[config.mk]
export PLATFORM = sky130hd
export DESIGN_NAME = mem_wb_stage_flat
export DESIGN_NICKNAME = d
export VERILOG_FILES = /design/src/rtl/mem_wb_stage_if.sv /design/src/rtl/mem_wb_stage.sv /design/src/flat_wrapper.sv
export SDC_FILE = /design/constraint.sdc
export NUM_CORES = 1
export LEC_CHECK = 0
export BUFFER_PORTS_ARGS = -buffer_cell sky130_fd_sc_hd__buf_2
export CORE_ASPECT_RATIO = 2
export CORE_MARGIN = 1.5
export CORE_UTILIZATION = 25
export CTS_CLUSTER_SIZE = 14
export DETAILED_ROUTE_END_ITERATION = 12
export MAX_ROUTING_LAYER = met4
export PLACE_DENSITY = 0.61
export SLEW_MARGIN = 25
export SYNTH_ARGS = -nofsm -noshare
export SYNTH_HDL_FRONTEND = slang
export SYNTH_SLANG_ARGS = --single-unit
export TNS_END_PERCENT = 20
[constraint.sdc]
create_clock -name i_clock -period 2.4 [get_ports i_clock]
set_clock_uncertainty 0.1 [all_clocks]
set_input_delay 0.36 -clock i_clock [delete_from_list [all_inputs] [get_ports i_clock]]
set_output_delay 0.36 -clock i_clock [all_outputs]
set_load 0.03 [all_outputs]
[src/rtl/mem_wb_stage_if.sv]
// MEM->WB bus: MEM-stage results/control in, register-file write port and status out.
// Optional MEM_WB_RETIRE_COUNT_EN adds the o_retired counter signal.
interface mem_wb_stage_if #(
    parameter int DATA_WIDTH     = 32,
    parameter int REG_ADDR_WIDTH = 5
);
    logic [DATA_WIDTH-1:0]     i_dataread;
    logic [DATA_WIDTH-1:0]     i_aluresult;
    logic [DATA_WIDTH-1:0]     i_pcplus8;
    logic [REG_ADDR_WIDTH-1:0] i_rd;
    logic                      i_regwrite;
    logic [1:0]                i_wbsel;
    logic [1:0]                i_size;
    logic                      i_unsigned;
    logic                      i_valid;
    logic                      i_stall;
    logic                      i_flush;
    logic [DATA_WIDTH-1:0]     o_wbdata;
    logic [REG_ADDR_WIDTH-1:0] o_rd;
    logic                      o_regwrite;
    logic                      o_valid;
    logic                      o_misalign;
`ifdef MEM_WB_RETIRE_COUNT_EN
    logic [31:0]               o_retired;
`endif

    modport master (
        output i_dataread, i_aluresult, i_pcplus8, i_rd, i_regwrite, i_wbsel,
               i_size, i_unsigned, i_valid, i_stall, i_flush,
`ifdef MEM_WB_RETIRE_COUNT_EN
        input  o_retired,
`endif
        input  o_wbdata, o_rd, o_regwrite, o_valid, o_misalign
    );

    modport slave (
        input  i_dataread, i_aluresult, i_pcplus8, i_rd, i_regwrite, i_wbsel,
               i_size, i_unsigned, i_valid, i_stall, i_flush,
`ifdef MEM_WB_RETIRE_COUNT_EN
        output o_retired,
`endif
        output o_wbdata, o_rd, o_regwrite, o_valid, o_misalign
    );
endinterface

[src/rtl/mem_wb_stage.sv]
// MEM/WB pipeline register with load lane extraction, misalignment detection and writeback select.
// Latency 1 cycle; stall holds, flush inserts a bubble. Optional MEM_WB_RETIRE_COUNT_EN adds o_retired.
module mem_wb_stage #(
    parameter int DATA_WIDTH     = 32,
    parameter int REG_ADDR_WIDTH = 5
) (
    input  logic           i_clock,
    input  logic           i_reset,
    mem_wb_stage_if.slave  bus
);
    logic [DATA_WIDTH-1:0]     wbdata_q, wbdata_d;
    logic [REG_ADDR_WIDTH-1:0] rd_q, rd_d;
    logic                      regwrite_q, regwrite_d;
    logic                      valid_q, valid_d;
    logic                      misalign_q, misalign_d;

    logic [7:0]            ld_byte;
    logic [15:0]           ld_half;
    logic [DATA_WIDTH-1:0] load_val;
    logic                  is_load;
    logic                  misaligned;
    logic                  sext;

    always_comb begin
        ld_byte  = bus.i_dataread[7:0];
        ld_half  = bus.i_dataread[15:0];
        load_val = bus.i_dataread;
        sext     = ~bus.i_unsigned;

        case (bus.i_aluresult[1:0])
            2'd0:    ld_byte = bus.i_dataread[7:0];
            2'd1:    ld_byte = bus.i_dataread[15:8];
            2'd2:    ld_byte = bus.i_dataread[23:16];
            default: ld_byte = bus.i_dataread[31:24];
        endcase
        ld_half = bus.i_aluresult[1] ? bus.i_dataread[31:16] : bus.i_dataread[15:0];

        case (bus.i_size)
            2'b00:   load_val = {{(DATA_WIDTH-8){sext & ld_byte[7]}}, ld_byte};
            2'b01:   load_val = {{(DATA_WIDTH-16){sext & ld_half[15]}}, ld_half};
            default: load_val = bus.i_dataread;
        endcase
    end

    // Reserved size 11 behaves as a word access, so it has the word alignment rule.
    always_comb begin
        is_load    = bus.i_valid && (bus.i_wbsel == 2'b01);
        misaligned = 1'b0;
        if (is_load) begin
            case (bus.i_size)
                2'b00:   misaligned = 1'b0;
                2'b01:   misaligned = bus.i_aluresult[0];
                default: misaligned = |bus.i_aluresult[1:0];
            endcase
        end
    end

    always_comb begin
        rd_d       = bus.i_rd;
        valid_d    = bus.i_valid;
        misalign_d = misalign_q | misaligned;
        regwrite_d = bus.i_regwrite & bus.i_valid & (bus.i_rd != '0) & ~misaligned;
        case (bus.i_wbsel)
            2'b01:   wbdata_d = load_val;
            2'b10:   wbdata_d = bus.i_pcplus8;
            default: wbdata_d = bus.i_aluresult;
        endcase
        if (misaligned) begin
            wbdata_d = '0;
        end
    end

    always_ff @(posedge i_clock) begin
        if (i_reset) begin
            wbdata_q   <= '0;
            rd_q       <= '0;
            regwrite_q <= 1'b0;
            valid_q    <= 1'b0;
            misalign_q <= 1'b0;
        end else if (bus.i_flush) begin
            // Sticky misalign survives a bubble; only reset clears it.
            wbdata_q   <= '0;
            rd_q       <= '0;
            regwrite_q <= 1'b0;
            valid_q    <= 1'b0;
        end else if (!bus.i_stall) begin
            wbdata_q   <= wbdata_d;
            rd_q       <= rd_d;
            regwrite_q <= regwrite_d;
            valid_q    <= valid_d;
            misalign_q <= misalign_d;
        end
    end

    assign bus.o_wbdata   = wbdata_q;
    assign bus.o_rd       = rd_q;
    assign bus.o_regwrite = regwrite_q;
    assign bus.o_valid    = valid_q;
    assign bus.o_misalign = misalign_q;

`ifdef MEM_WB_RETIRE_COUNT_EN
    logic [31:0] retired_q, retired_d;

    always_comb begin
        retired_d = retired_q;
        if (bus.i_valid && !misaligned) begin
            retired_d = retired_q + 32'd1;
        end
    end

    always_ff @(posedge i_clock) begin
        if (i_reset) begin
            retired_q <= '0;
        end else if (!bus.i_flush && !bus.i_stall) begin
            retired_q <= retired_d;
        end
    end

    assign bus.o_retired = retired_q;
`endif
endmodule

[src/flat_wrapper.sv]
// flat-port wrapper written by rule: the top's interface ports become plain ports
module mem_wb_stage_flat 
#(
    parameter int DATA_WIDTH     = 32,
    parameter int REG_ADDR_WIDTH = 5
)
  (i_clock, i_reset, bus_i_dataread, bus_i_aluresult, bus_i_pcplus8, bus_i_rd, bus_i_regwrite, bus_i_wbsel, bus_i_size, bus_i_unsigned, bus_i_valid, bus_i_stall, bus_i_flush, bus_o_wbdata, bus_o_rd, bus_o_regwrite, bus_o_valid, bus_o_misalign);
  mem_wb_stage_if #(.DATA_WIDTH(DATA_WIDTH), .REG_ADDR_WIDTH(REG_ADDR_WIDTH)) bus_i ();
  input  logic i_clock;
  input  logic i_reset;
  input wire logic [$bits(bus_i.i_dataread)-1:0] bus_i_dataread;
  input wire logic [$bits(bus_i.i_aluresult)-1:0] bus_i_aluresult;
  input wire logic [$bits(bus_i.i_pcplus8)-1:0] bus_i_pcplus8;
  input wire logic [$bits(bus_i.i_rd)-1:0] bus_i_rd;
  input wire logic [$bits(bus_i.i_regwrite)-1:0] bus_i_regwrite;
  input wire logic [$bits(bus_i.i_wbsel)-1:0] bus_i_wbsel;
  input wire logic [$bits(bus_i.i_size)-1:0] bus_i_size;
  input wire logic [$bits(bus_i.i_unsigned)-1:0] bus_i_unsigned;
  input wire logic [$bits(bus_i.i_valid)-1:0] bus_i_valid;
  input wire logic [$bits(bus_i.i_stall)-1:0] bus_i_stall;
  input wire logic [$bits(bus_i.i_flush)-1:0] bus_i_flush;
  output wire logic [$bits(bus_i.o_wbdata)-1:0] bus_o_wbdata;
  output wire logic [$bits(bus_i.o_rd)-1:0] bus_o_rd;
  output wire logic [$bits(bus_i.o_regwrite)-1:0] bus_o_regwrite;
  output wire logic [$bits(bus_i.o_valid)-1:0] bus_o_valid;
  output wire logic [$bits(bus_i.o_misalign)-1:0] bus_o_misalign;
  assign bus_i.i_dataread = bus_i_dataread;
  assign bus_i.i_aluresult = bus_i_aluresult;
  assign bus_i.i_pcplus8 = bus_i_pcplus8;
  assign bus_i.i_rd = bus_i_rd;
  assign bus_i.i_regwrite = bus_i_regwrite;
  assign bus_i.i_wbsel = bus_i_wbsel;
  assign bus_i.i_size = bus_i_size;
  assign bus_i.i_unsigned = bus_i_unsigned;
  assign bus_i.i_valid = bus_i_valid;
  assign bus_i.i_stall = bus_i_stall;
  assign bus_i.i_flush = bus_i_flush;
  assign bus_o_wbdata = bus_i.o_wbdata;
  assign bus_o_rd = bus_i.o_rd;
  assign bus_o_regwrite = bus_i.o_regwrite;
  assign bus_o_valid = bus_i.o_valid;
  assign bus_o_misalign = bus_i.o_misalign;
  mem_wb_stage #(.DATA_WIDTH(DATA_WIDTH), .REG_ADDR_WIDTH(REG_ADDR_WIDTH)) u_core (.i_clock(i_clock), .i_reset(i_reset), .bus(bus_i));
endmodule
; Word level (Yosys, flattened, before mapping)
; Cells that the tools add are included.
[word_totals]
ff_bits = 40
in_bits = 112
out_inout_bits = 40
wordCells = 34
[op_classes]
n_eq_ne = 5
muxes = 7
n_bitwise = 10
n_reduce_logical = 7
[ops]
columns = operator, n
row1 = 32-bit case mux with 2 select lines, 2
row2 = 32-bit 2-to-1 mux, 1
row3 = 8-bit case mux with 3 select lines, 1
row4 = 16-bit 2-to-1 mux, 1
row5 = "2-bit by 1-bit equality test with 1-bit output, second input constant", 3
row6 = 1-bit bitwise AND, 5
row7 = 5-bit nonzero test, 1
row8 = "2-bit equality test, second input constant", 2
row9 = 2-bit zero test, 2
row10 = 1-bit NOT, 4
row11 = 2-bit OR reduction, 2
row12 = 1-bit case mux with 2 select lines, 1
row13 = 2-bit AND reduction, 1
row14 = 1-bit logical AND, 1
row15 = 1-bit 2-to-1 mux, 1
row16 = 1-bit bitwise OR, 1

; Depth between registers and ports, before layout
[depth]
word_depth = 6
depth_mapped = 8
mapped_depth_nobuf = 7

; Least setup slack after synthesis
; OpenSTA, ideal clock, no wires.
[synth_timing]
path_type = input -> register
startpoint = in bus_i_wbsel[0]
endpoint = reg u_core.wbdata_q[22], in the netlist u_core.bus.o_wbdata[22]
setup_time_ps = 67
arrival_ps = 1696
t_required_ps = 2233
slack_ps = 537
stages = 8
path_buffers = 3
path_cell_list = inv_1 > ha_1 > clkbuf_1 > inv_1 > clkbuf_1 > clkbuf_1 > o22ai_1 > o21ai_2
[synth_between]
elab_chain_cells = 4
[synth_lines]
columns = element, line_no
row1 = start: declaration, flat_wrapper.sv:16  ; input wire logic [$bits(bus_i.i_wbsel)-1:0] bus_i_wbsel;
row2 = 2-bit by 1-bit equality test with 1-bit output, "mem_wb_stage.sv:47, mem_wb_stage.sv:63"
row3 = 1-bit logical AND, mem_wb_stage.sv:47  ; is_load = bus.i_valid && (bus.i_wbsel == 2'b01);
row4 = 1-bit 2-to-1 mux, mem_wb_stage.sv:49  ; if (is_load) begin
row5 = 32-bit 2-to-1 mux (*), mem_wb_stage.sv:68  ; if (misaligned) begin
row6 = end signal: assignment, mem_wb_stage.sv:87  ; wbdata_q <= wbdata_d;
row7 = end: declaration, mem_wb_stage.sv:11  ; logic [DATA_WIDTH-1:0] wbdata_q, wbdata_d;
; Mark *: on every way between the ends. The rest lies on a longest branch, timed or not.
; A chain may end at the register's enable or synchronous reset.

; Worst setup path in the final report
[layout_timing]
startpoint = in bus_i_wbsel[0]
endpoint = reg u_core.wbdata_q[14], in the netlist u_core.bus.o_wbdata[14]
; Same word-level chain as after synthesis.

==> summary.md <==
| Metric | Value |
|---|---|
| F_max | `between 500 and 600 MHz` |
| Initial core utilization | `0.259` |
| Die span in y | `151 um` |
| Top FF cell, synth | `dfxtp_1` |
| # rows | `53` |
| Via count of the first global-routing pass | `roughly 3,500` |
| Placed cell count | `between 600 and 700` |
| PnR worst setup slack | `0.649 ns` |
| Skew-Pair Late Insertion Delay | `approximately 0.28 ns` |
| CP startpoint kind | `input pin` |
| Post-place setup slack | `around 0.36 ns` |
| Syn Area/Cell | `about 7.7 um2` |
| Syn Std Cell Area | `0.00273 mm2` |
| Distinct cells, synth | `47` |
| Post-placement cell area | `around 0.0037 mm2` |
| Syn_nets | `470` |
| Largest net degree at the start of global routing | `28` |
| Required time of the critical path | `around 2.4 ns` |
| Crit Path Max Fanout | `8` |
| FF+latch count, synth | `40` |
| Die ar. | `roughly 0.012 mm2` |
| Critical path arrival | `~1.8 ns` |
| Area growth syn-to-layout | `41.2%` |
| Slew Limit Fails | `0` |
| RSZ-0062 raised after global routing | `false` |
| Gr ovfl total | `0` |
| Initial antenna violation count | `1` |
| Post-detailed-route count of antenna-violating nets | `0` |
| Clock Sinks | `40` |
| TritonCTS clock tree | `done` |
| Final instance area | `0.00385 mm2` |
| Period utilization | `0.730` |
| Sequential area share after synthesis | `0.294` |
| Port bufs | `151` |
| Vias | `between 3,000 and 4,000` |
| First-pass GRT wire length | `between 15,000 and 20,000 um` |
| Io pins | `152` |
| HP Class | `in2reg` |
| Nets | `a little over 600` |
| CTS clk-pin slew, worst paths | `roughly 0.060 ns` |
| # hold bufs at CTS | `0` |
| Routed WL | `approximately 12,000 um` |
| Peak supply drop | `0.298 mV` |
| Fraction of registers with async set/reset | `0` |
| Die width | `~77 um` |
| Static leakage | `1.73 nW` |
| H-tree Lvls | `2` |
| Initial DRC count | `between 150 and 200` |
| Drt wl/cell | `between 15 and 20 um` |
| Synthesis Warnings | `0` |
| DRC violations left | `0` |
| Core Box Area | `between 0.01 and 0.015 mm2` |
| Worst slew margin | `0.643` |
| Setup-failing EPs final | `0` |
| Hold_ws | `between 0.15 and 0.2 ns` |
| WS Path Type | `in2reg` |
| Overall power | `around 2 mW` |
| Post-CTS setup buffer count | `0` |
| Status | `complete, no violations` |
| CTS buffer count | `5` |
| Final min period | `1.75 ns` |
| Gr usage total | `0.205` |
| Max cap viols | `0` |
| Via density | `5.32` |
| DR pass1 iterations | `5` |
| Final Hold Fails | `0` |
| Cell area power density | `~530 mW/mm2` |
| Post-CTS sizing | `0` |
| Clk buf depth | `2` |
| Critical path capture point type | `flip-flop` |
| Share of layout cells above drive strength 1 | `0.404` |
| Final setup TNS | `0 ns` |
| Synthesized instance count | `~360` |
| Post-layout util | `0.365` |
| Least-Margin Pin Slew | `0.535 ns` |
| Post-Layout Cell Count | `between 600 and 700` |
| DP Wirelength | `roughly 9600 um` |
| GPL Wtd Cong | `0.926` |
| CTS Root Cell | `clkbuf_16` |
| Number of flops mapped to enable cells by yosys | `0` |
-- power by group --
part           internal [mW]  switching [mW]
registers              0.688          0.0141
logic                  0.220           0.328
clock network          0.489           0.288
-- placed cells by master (no fill, tap or decap), drive strengths merged, types with 5 or more instances in the layout --
cell type  instances
a21boi             6
a311oi             6
inv                8
o21ai             58
a32o               5
a21oi             12
a22oi             23
nand3             10
nor2              15
a211oi             5
dfxtp             40
clkbuf             5
nand2             55
buf              173
mux2i              9
a222oi             6
o22ai             19
-- logic make-up after synthesis --
| logic type | Yosys count | share of synthesized area |
|---|---|---|
| buffers and inverters | 42 | 0.0698 |
| and+or+nand+nor | 96 | 0.157 |
| AOI/OAI and AO/OA | 162 | 0.412 |
| DFF | 40 | 0.294 |
| adders and majority gates | 2 | 0.00918 |
| muxes | 14 | 0.0578 |
-- synth_stat cells (all sizes together), types with 3 or more instances --
cell     count  area, um2
a211oi       5       37.5
a21boi       6       45.0
a21oi       12       60.1
a221o        3       30.0
a221oi       4       35.0
a222oi       6       60.1
a22oi       23        173
a2bb2oi      3       26.3
a311oi       6       52.6
a32o         5       50.1
buf         14       85.1
clkbuf      20       75.1
dfxtp       40        801
inv          8       30.0
mux2         4       45.0
mux2i        9       90.1
nand2       55        206
nand3       10       50.1
nor2        15       63.8
nor3         3       20.0
o21ai       58        328
o22ai       19        119
or2          4       25.0
-- worst max-delay path, stage by stage --
cell and delay [ns]:
buf_2 0.11, ha_1 0.31, inv_1 0.28, nor4_1 0.09, a21oi_1 0.47, a311oi_1 0.17
-- sequential cells by signal (all words and copies together) (netlist names) --
| name | flops |
|---|---|
| u_core.bus.o_valid | 1 |
| u_core.bus.o_rd | 5 |
| u_core.bus.o_regwrite | 1 |
| u_core.bus.o_wbdata | 32 |
| u_core.bus.o_misalign | 1 |
-- per-layer routing --
metal,global-route usage,part of all wire,wire length [um]
met1,0.198,0.35,4180
met2,0.377,0.54,6340
met3,0.0255,0.047,554
met4,0.139,0.061,713
met5,-,0,0
-- final cells by class --
| type | count | area, um2 |
|---|---|---|
| sequential | 40 | 801 |
| clock buffer | 5 | 125 |
| tap | 137 | 171 |
| inverter | 8 | 30.0 |
| clock inverter | 3 | 42.5 |
| fill | 1144 | 6700 |
| multi-input combinational | 274 | 1740 |
| antenna | 2 | 5.00 |
| timing repair buffer | 173 | 933 |
-- path summary, 6_finish.rpt --
kind | start | to | slack [ns] | depth (start not counted)
min | i_reset | u_core.bus.o_misalign | 0.17 | 2
min reg2reg | u_core.bus.o_regwrite | u_core.bus.o_regwrite | 0.36 | 2
max reg2reg | u_core.bus.o_wbdata[13] | u_core.bus.o_wbdata[13] | 1.21 | 4
max | bus_i_wbsel[0] | u_core.bus.o_wbdata[14] | 0.65 | 6
(Power assumes the default switching activity.)
